==> config.mk <==
export PLATFORM = sky130hd
export DESIGN_NAME = vec_mul8_array_top
export DESIGN_NICKNAME = d
export VERILOG_FILES = /design/src/rtl/vec_mul8_array_top.sv
export SDC_FILE = /design/constraint.sdc
export NUM_CORES = 2
export LEC_CHECK = 0
export ABC_CLOCK_PERIOD_IN_PS = 29300
export BUFFER_PORTS_ARGS = -buffer_cell sky130_fd_sc_hd__buf_2
export CAP_MARGIN = 20
export CORE_MARGIN = 2
export CORE_UTILIZATION = 55
export DETAILED_ROUTE_END_ITERATION = 6
export HOLD_SLACK_MARGIN = 0.1
export PLACE_DENSITY = 0.73
export RECOVER_POWER = 50
export SYNTH_ARGS = -nofsm -noshare
export SYNTH_HDL_FRONTEND = slang
export SYNTH_SLANG_ARGS = --single-unit
==> constraint.sdc <==
create_clock -name clk -period 29.3 [get_ports clk]
set_input_delay 1.465 -clock clk [delete_from_list [all_inputs] [get_ports clk]]
set_output_delay 1.465 -clock clk [all_outputs]
set_load 0.005 [all_outputs]
==> src/rtl/vec_mul8_array_top.sv <==
// Unsigned SIMD multiplier for the vector unit: a 4x4 array of 8x8 tiles feeds four
// registered 32-bit product words at SEW 8, 16 or 32 (32-bit SEW takes two passes).

module mul8_tile (
  input  logic [7:0]  a_i,
  input  logic [7:0]  b_i,
  output logic [15:0] p_o
);

  assign p_o = {8'b0, a_i} * {8'b0, b_i};

endmodule

module vec_mul8_array_top (
  input  logic        clk,
  input  logic        reset,
  input  logic [1:0]  sew,
  input  logic        count_0,
  input  logic        start,
  input  logic [31:0] data_in_A1,
  input  logic [31:0] data_in_B1,
  input  logic [31:0] data_in_A2,
  input  logic [31:0] data_in_B2,
  output logic [31:0] product_1,
  output logic [31:0] product_2,
  output logic [31:0] product_3,
  output logic [31:0] product_4
);

  typedef enum logic [1:0] {
    SEW_8    = 2'b00,
    SEW_16   = 2'b01,
    SEW_32   = 2'b10,
    SEW_RSVD = 2'b11
  } sew_e;

  sew_e        sew_s;
  logic        is32;
  logic [31:0] wide_a, wide_b;
  logic [15:0] half_a [4];
  logic [15:0] half_b [4];

  logic [7:0]  tile_a [16];
  logic [7:0]  tile_b [16];
  logic [15:0] tile_p [16];
  logic [63:0] pp32   [16];

  logic [3:0][31:0] p8;
  logic [3:0][31:0] p16;
  logic [63:0]      p32;

  logic [3:0][31:0] prod_q, prod_d;

  assign sew_s  = sew_e'(sew);
  assign is32   = (sew_s == SEW_32);
  assign wide_a = count_0 ? data_in_A2 : data_in_A1;
  assign wide_b = count_0 ? data_in_B2 : data_in_B1;

  // Half-word k of the operands: k=0,1 from pair 1, k=2,3 from pair 2.
  assign half_a[0] = data_in_A1[15:0];
  assign half_a[1] = data_in_A1[31:16];
  assign half_a[2] = data_in_A2[15:0];
  assign half_a[3] = data_in_A2[31:16];
  assign half_b[0] = data_in_B1[15:0];
  assign half_b[1] = data_in_B1[31:16];
  assign half_b[2] = data_in_B2[15:0];
  assign half_b[3] = data_in_B2[31:16];

  // Tile (i,j) in 32b mode computes A byte i * B byte j of the selected pair.
  // Otherwise row i serves half-word i: j=0 lo*lo, j=1 lo*hi, j=2 hi*lo, j=3 hi*hi;
  // the 8b mode reuses the lo*lo and hi*hi tiles of each row.
  for (genvar i = 0; i < 4; i++) begin : g_row
    for (genvar j = 0; j < 4; j++) begin : g_col
      localparam int T = 4 * i + j;
      logic [7:0] small_a, small_b;

      if (j >= 2) begin : g_ahi
        assign small_a = half_a[i][15:8];
      end else begin : g_alo
        assign small_a = half_a[i][7:0];
      end

      if (j % 2 == 1) begin : g_bhi
        assign small_b = half_b[i][15:8];
      end else begin : g_blo
        assign small_b = half_b[i][7:0];
      end

      assign tile_a[T] = is32 ? wide_a[8*i +: 8] : small_a;
      assign tile_b[T] = is32 ? wide_b[8*j +: 8] : small_b;

      mul8_tile u_tile (
        .a_i (tile_a[T]),
        .b_i (tile_b[T]),
        .p_o (tile_p[T])
      );

      assign pp32[T] = {48'b0, tile_p[T]} << (8 * (i + j));
    end
  end

  for (genvar k = 0; k < 4; k++) begin : g_word
    assign p8[k]  = {tile_p[4*k+3], tile_p[4*k]};
    assign p16[k] = {16'b0, tile_p[4*k]}
                  + ({16'b0, tile_p[4*k+1]} << 8)
                  + ({16'b0, tile_p[4*k+2]} << 8)
                  + ({16'b0, tile_p[4*k+3]} << 16);
  end

  always_comb begin
    p32 = '0;
    for (int t = 0; t < 16; t++) begin
      p32 = p32 + pp32[t];
    end
  end

  // Reserved SEW and start=0 both leave every word untouched.
  always_comb begin
    prod_d = prod_q;
    if (start) begin
      case (sew_s)
        SEW_8:  prod_d = p8;
        SEW_16: prod_d = p16;
        SEW_32: begin
          if (count_0) begin
            prod_d[3] = p32[63:32];
            prod_d[2] = p32[31:0];
          end else begin
            prod_d[1] = p32[63:32];
            prod_d[0] = p32[31:0];
          end
        end
        default: prod_d = prod_q;
      endcase
    end
  end

  always_ff @(posedge clk) begin
    if (reset) begin
      prod_q <= '0;
    end else begin
      prod_q <= prod_d;
    end
  end

  assign product_1 = prod_q[0];
  assign product_2 = prod_q[1];
  assign product_3 = prod_q[2];
  assign product_4 = prod_q[3];

endmodule

* Word-level counts from Yosys, hierarchy flattened *
Cells that the tools add are included.
Widths: inputs -> output; s select.

storage, ports and cells
  register bits = 128
  bits of input ports = 134

operators by class
  $add $sub $neg = 27
  multipliers = 16
  equality and inequality tests = 4
  muxes and demuxes = 29
  reduce and logical (&&, ||, !) cells = 4

operators by type and width
  cell                count
  $pmux 128 s3        1
  $mul 8x8->16        16
  $add 64x48->64      3
  $mux 8              24
  $add 26x32->32      4
  $add 64x40->64      2
  $add 64x56->64      2
  $mux 64             2
  $add 16x24->25      5
  $add 25x24->26      4
  $add 64x32->64      1
  $add 64x64->64      1
  $mux 32             2
  $add 43x40->44      1
  $add 42x32->43      1
  $add 41x24->42      1
  $add 33x40->41      1
  $add 25x32->33      1
  $reduce_and 3->1    2
  $ne 2x2->1 const B  2
  $reduce_bool 3->1   1
  $eq 2x1->1 const B  1
  $eq 2x2->1 const B  1
  $logic_not 2->1     1

* Logic depth before layout (Yosys ltp) *
  depth in word-level cells = 20
  gate-level depth with buffers = 60

* Hierarchy *
A second synthesis with hierarchy kept.

second synthesis, totals
  cell total of the unflattened synthesis = 6,516
  area total of the unflattened synthesis = 55,369.4 µm²

by module, submodules not included
  module                                    times used  cells each  area an instance (µm²)  sequential area each (µm²)
  vec_mul8_array_top                        1           2,635       21,581.9                2,562.5
  mul8_tile (g_row[0].g_col[0].u_tile ...)  10          243         2,114.5                 0.0
  mul8_tile (g_row[3].g_col[0].u_tile ...)  4           243         2,113.3                 0.0
  mul8_tile (g_row[2].g_col[3].u_tile)      1           243         2,122.0                 0.0
  mul8_tile (g_row[0].g_col[3].u_tile)      1           236         2,067.0                 0.0

* Least setup slack after synthesis *
No wires, ideal clock.

  path type = input -> register
  start = input port sew[0]
  end = register prod_q, in the netlist product_2[24]
  library setup time = 0.117 ns
  data arrival time = 13.793 ns
  slack = 15.390 ns
  cell stages on the path = 53
  path buffers = 3
  cells stage by stage = inv_1 ha_1 nand2_1 buf_1 mux2i_1 clkbuf_1 nor2_1 fa_1 inv_1 fa_1 inv_1 fa_1 inv_1 fa_1 inv_1 ha_1 inv_1 o21bai_1 (+17 left out) a21oi_1 o21ai_1 a31oi_1 fa_1 fa_1 inv_1 fa_1 ha_1 clkbuf_1 and2_1 nand3_1 or3_1 o21ai_1 a41oi_1 o21bai_1 xor2_1 a221o_1 a32o_1

on the way
  word-level cells in the longest chain between the ends = 20

ends and longest elaborated chain
  what                       RTL line  source
  start, declared            17        input logic [1:0] sew,
  $eq 2x2->1                 55, 121
  $mux 8 (on tied branches)  89, 90
  $mul 8x8->16               10        assign p_o = {8'b0, a_i} * {8'b0, b_i};
  $add 16x24->25             113       p32 = p32 + pp32[t];
  $add 25x32->33             113
  $add 33x40->41             113
  $add 41x24->42             113
  $add 42x32->43             113
  (+4 left out)              n/a
  $add 64x48->64             113
  $add 64x56->64             113
  $add 64x40->64             113
  $add 64x48->64             113
  $add 64x56->64             113
  $add 64x64->64             113
  $mux 64                    125       if (count_0) begin
  $pmux 128 s3               121       case (sew_s)
  end signal, assigned       142       prod_q <= prod_d;
  end, declared              52        logic [3:0][31:0] prod_q, prod_d;

Several ways; a longest one is shown, not always the timed one. The select of a mux whose other input is x is not followed.
A chain may end at the register's enable or synchronous reset.

* Final worst setup path *
Ends and elaborated chain as after synthesis.

==> metrics.md <==
| Metric | Value |
|---|---|
| Port-buffer cells | `261` |
| Setup TNS Final | `0 ns` |
| Core Box Area | `0.0952 mm2` |
| Total gr overflow | `0` |
| Crit-path slowest cell | `buf_4` |
| Slew headroom | `8.53%` |
| Routing usage on met1 | `54.0%` |
| Fillers | `8918` |
| #FFs+latches synth | `128` |
| Post-CTS Resized | `0` |
| Crit path arrival time | `16.51 ns` |
| TritonCTS Sinks | `128` |
| Nets | `8374` |
| Mapped Area | `0.0529 mm2` |
| DR vias | `48.2k` |
| Most frequent cells in the layout | `inv_1 (1207), ha_1 (789), fa_1 (769)` |
| Met3 usage | `13.1%` |
| Class of the most critical setup path | `in -> reg` |
| Clock Tree Buf Depth | `2` |
| IO Pins | `262` |
| GRT Total Usage | `41.8%` |
| Multi-input gate area | `0.0452 mm2` |
| Initial antenna violation count | `7` |
| Crit path top cell by count | `fa_1` |
| Reg2reg setup slack | `27.97 ns` |
| Slew of the pin with the lowest slew margin | `1.36 ns` |
| Yosys warns | `0` |
| Vias in the first global route | `46.0k` |
| Crit path max fanout | `92` |
| Routed wire length | `209 mm` |
| Final-report max-slew violation count | `0` |
| Tcrit/Tclk final | `55.2%` |
| Global route hottest layer | `met2` |
| Die H | `314 um` |
| Syn_nets | `8185` |
| Clock slew at reported path FFs | `0.06 ns` |
| Synth async-reset ratio | `0%` |
| Cells after Synth | `6491` |
| Max frequency | `0.0618 GHz` |
| WL/cell | `26.3 um` |
| H-tree depth reported by CTS | `4` |
| Crit. path cell count | `52` |
| FF-to-FF End | `product_4[29]` |
| Minimum clock period | `16.17 ns` |
| Drt pass-1 iters | `7` |
| Sequential area share after synthesis | `4.85%` |
| Endpoints failing hold | `0` |
| CTS tree | `done` |
| Num rows | `113` |
| Ys flop type | `dfxtp_1` |
| Die width | `314 um` |
| Max Cap Viol | `0` |
| Failing checks | `DRC` |
| Crit path buffers/inverters | `13` |
| Worst hold start | `product_1[22]` |
| Post-CTS Hold Fix Bufs | `0` |
| Die Footprint | `0.0986 mm2` |
| Clock root cell | `clkbuf_16` |
| Status | `complete, but fails checks` |
| Layout area overhead | `6.53%` |
| Critical Path Max Stage Delay | `0.83 ns` |
| Required @ worst endpoint | `29.65 ns` |
| Initial Util | `55.6%` |
| Netlist cell types | `93` |
| Setup crit end kind | `flip-flop` |
| Pin count of the biggest net entering global routing | `93` |
| Hold Crit Depth | `1` |
| GR Util met2 | `60.0%` |
| Placed wire-length estimate | `179 mm` |
| Worst setup SP type | `input port` |
| Final Setup Violations | `0` |
| CTS buffer count | `17` |
| Share of cells above drive strength 1 | `7.05%` |
| Drt via density | `6.05` |
| 1st-iter DRT viols | `5375` |
| EDFF count, synth | `0` |
| Cell family with most CP delay | `adder cells` |
| Reg2reg start | `product_4[29]` |
| Syn Area/Cell | `8.15 um2` |
| DRC | `15` |
| Worst reg2reg path depth | `5` |
| Clock Skew | `0 ns` |
| First-pass GRT wire length | `300 mm` |
| Post CTS Setup Buffer Count | `0` |
| Unrepaired setup endpoints after global routing | `false` |
| Hold WC Path Type | `reg -> reg` |
| Storage element area | `0.00256 mm2` |
| Placer Congestion | `1.06` |
| Most common cell after layout, fill and taps aside | `inv_1` |
| Antenna viol nets, final | `0` |
| Hold EP | `product_1[22]` |
| Clock Latency Late Sink | `0.46 ns` |
[Yosys cell counts, types with 17 or more instances]
cell type / count / share of area [%]
o21ai_1: 67 / 0.63
a21oi_1: 303 / 2.9
nor2b_1: 37 / 0.44
nor2_1: 761 / 5.4
ha_1: 791 / 19
nand2_1: 602 / 4.3
dfxtp_1: 128 / 4.8
a21o_1: 137 / 1.9
buf_1: 34 / 0.24
xor2_1: 120 / 2.0
nand3_1: 44 / 0.42
inv_1: 1207 / 8.6
o21bai_1: 60 / 0.85
or3_1: 18 / 0.21
a221oi_1: 52 / 0.86
xnor2_1: 189 / 3.1
o22ai_1: 18 / 0.21
a211oi_1: 47 / 0.67
o211ai_1: 27 / 0.38
nor3_1: 63 / 0.60
or2_2: 60 / 0.71
mux2i_1: 137 / 2.6
a31oi_1: 17 / 0.20
and2_1: 51 / 0.60
mux2_2: 59 / 1.3
nand2b_1: 66 / 0.78
clkbuf_1: 140 / 0.99
o21ai_0: 182 / 1.7
o21a_1: 97 / 1.4
fa_1: 769 / 29
[per-layer routing]
metal  wire, um  share of wire [%]
met1      80300                 38
met3      25600                 12
met2      85900                 41
met4      17200                8.2
met5        230               0.11
[through the flow]
stage / worst slack (ns) / util, % / cell area (um2) / std cells / hold slack [ns]
2_1_floorplan: 15.39 / - / 52900 / 6491 / 0.435
3_3_place_gp: 13.04 / 58.6 / 55800 / 7917 / 0.430
3_5_place_dp: 12.96 / 58.7 / 55800 / 7921 / 0.437
4_1_cts: 13.42 / 59.2 / 56400 / 7953 / 0.450
5_1_grt: 12.36 / 59.2 / 56300 / 7958 / 0.464
6_report: 13.13 / 59.2 / 56300 / 7963 / 0.449
[final cells by class]
cell class              count  share of cell area (%)
multi-input cells        4973                    80.2
repair buffers            353                    3.40
flip-flops and latches    128                    4.55
inverters                1207                    8.04
well taps                1265                    2.81
clock inverters            13                   0.189
clock buffers              19                   0.786
diodes                      5                  0.0222
[state kept, by name, summed over array words and instances, names as in the netlist]
name / cells
product_3: 32
product_2: 32
product_1: 32
product_4: 32
[worst max-delay path by stage]
stage	startpoint	to	slack (ns)
4_1_cts	sew[0]	product_2[24]	13.42
5_1_grt	sew[0]	product_2[24]	12.36
2_1_floorplan	sew[0]	product_2[24]	15.39
3_3_place_gp	sew[0]	product_2[24]	13.04
3_5_place_dp	sew[0]	product_2[24]	12.96
6_report	sew[0]	product_2[24]	13.13
[kinds of logic (layout without fill, tap and decap cells)]
| group | after synthesis | in the layout | share of synthesized area (%) |
|---|---|---|---|
| AOI/OAI and AO/OA | 1146 | 1146 | 14.1 |
| xor gates and xnor gates | 310 | 310 | 5.15 |
| adders and majority gates | 1560 | 1560 | 47.8 |
| buffers and inverters | 1390 | 1592 | 10.0 |
| DFF | 128 | 128 | 4.85 |
| muxes | 197 | 197 | 3.87 |
| other | 0 | 5 | 0 |
| and+or+nand+nor | 1760 | 1760 | 14.2 |
Power is not shown: default switching activity piles up to over one toggle a cycle in this logic, so the estimate is an artifact.
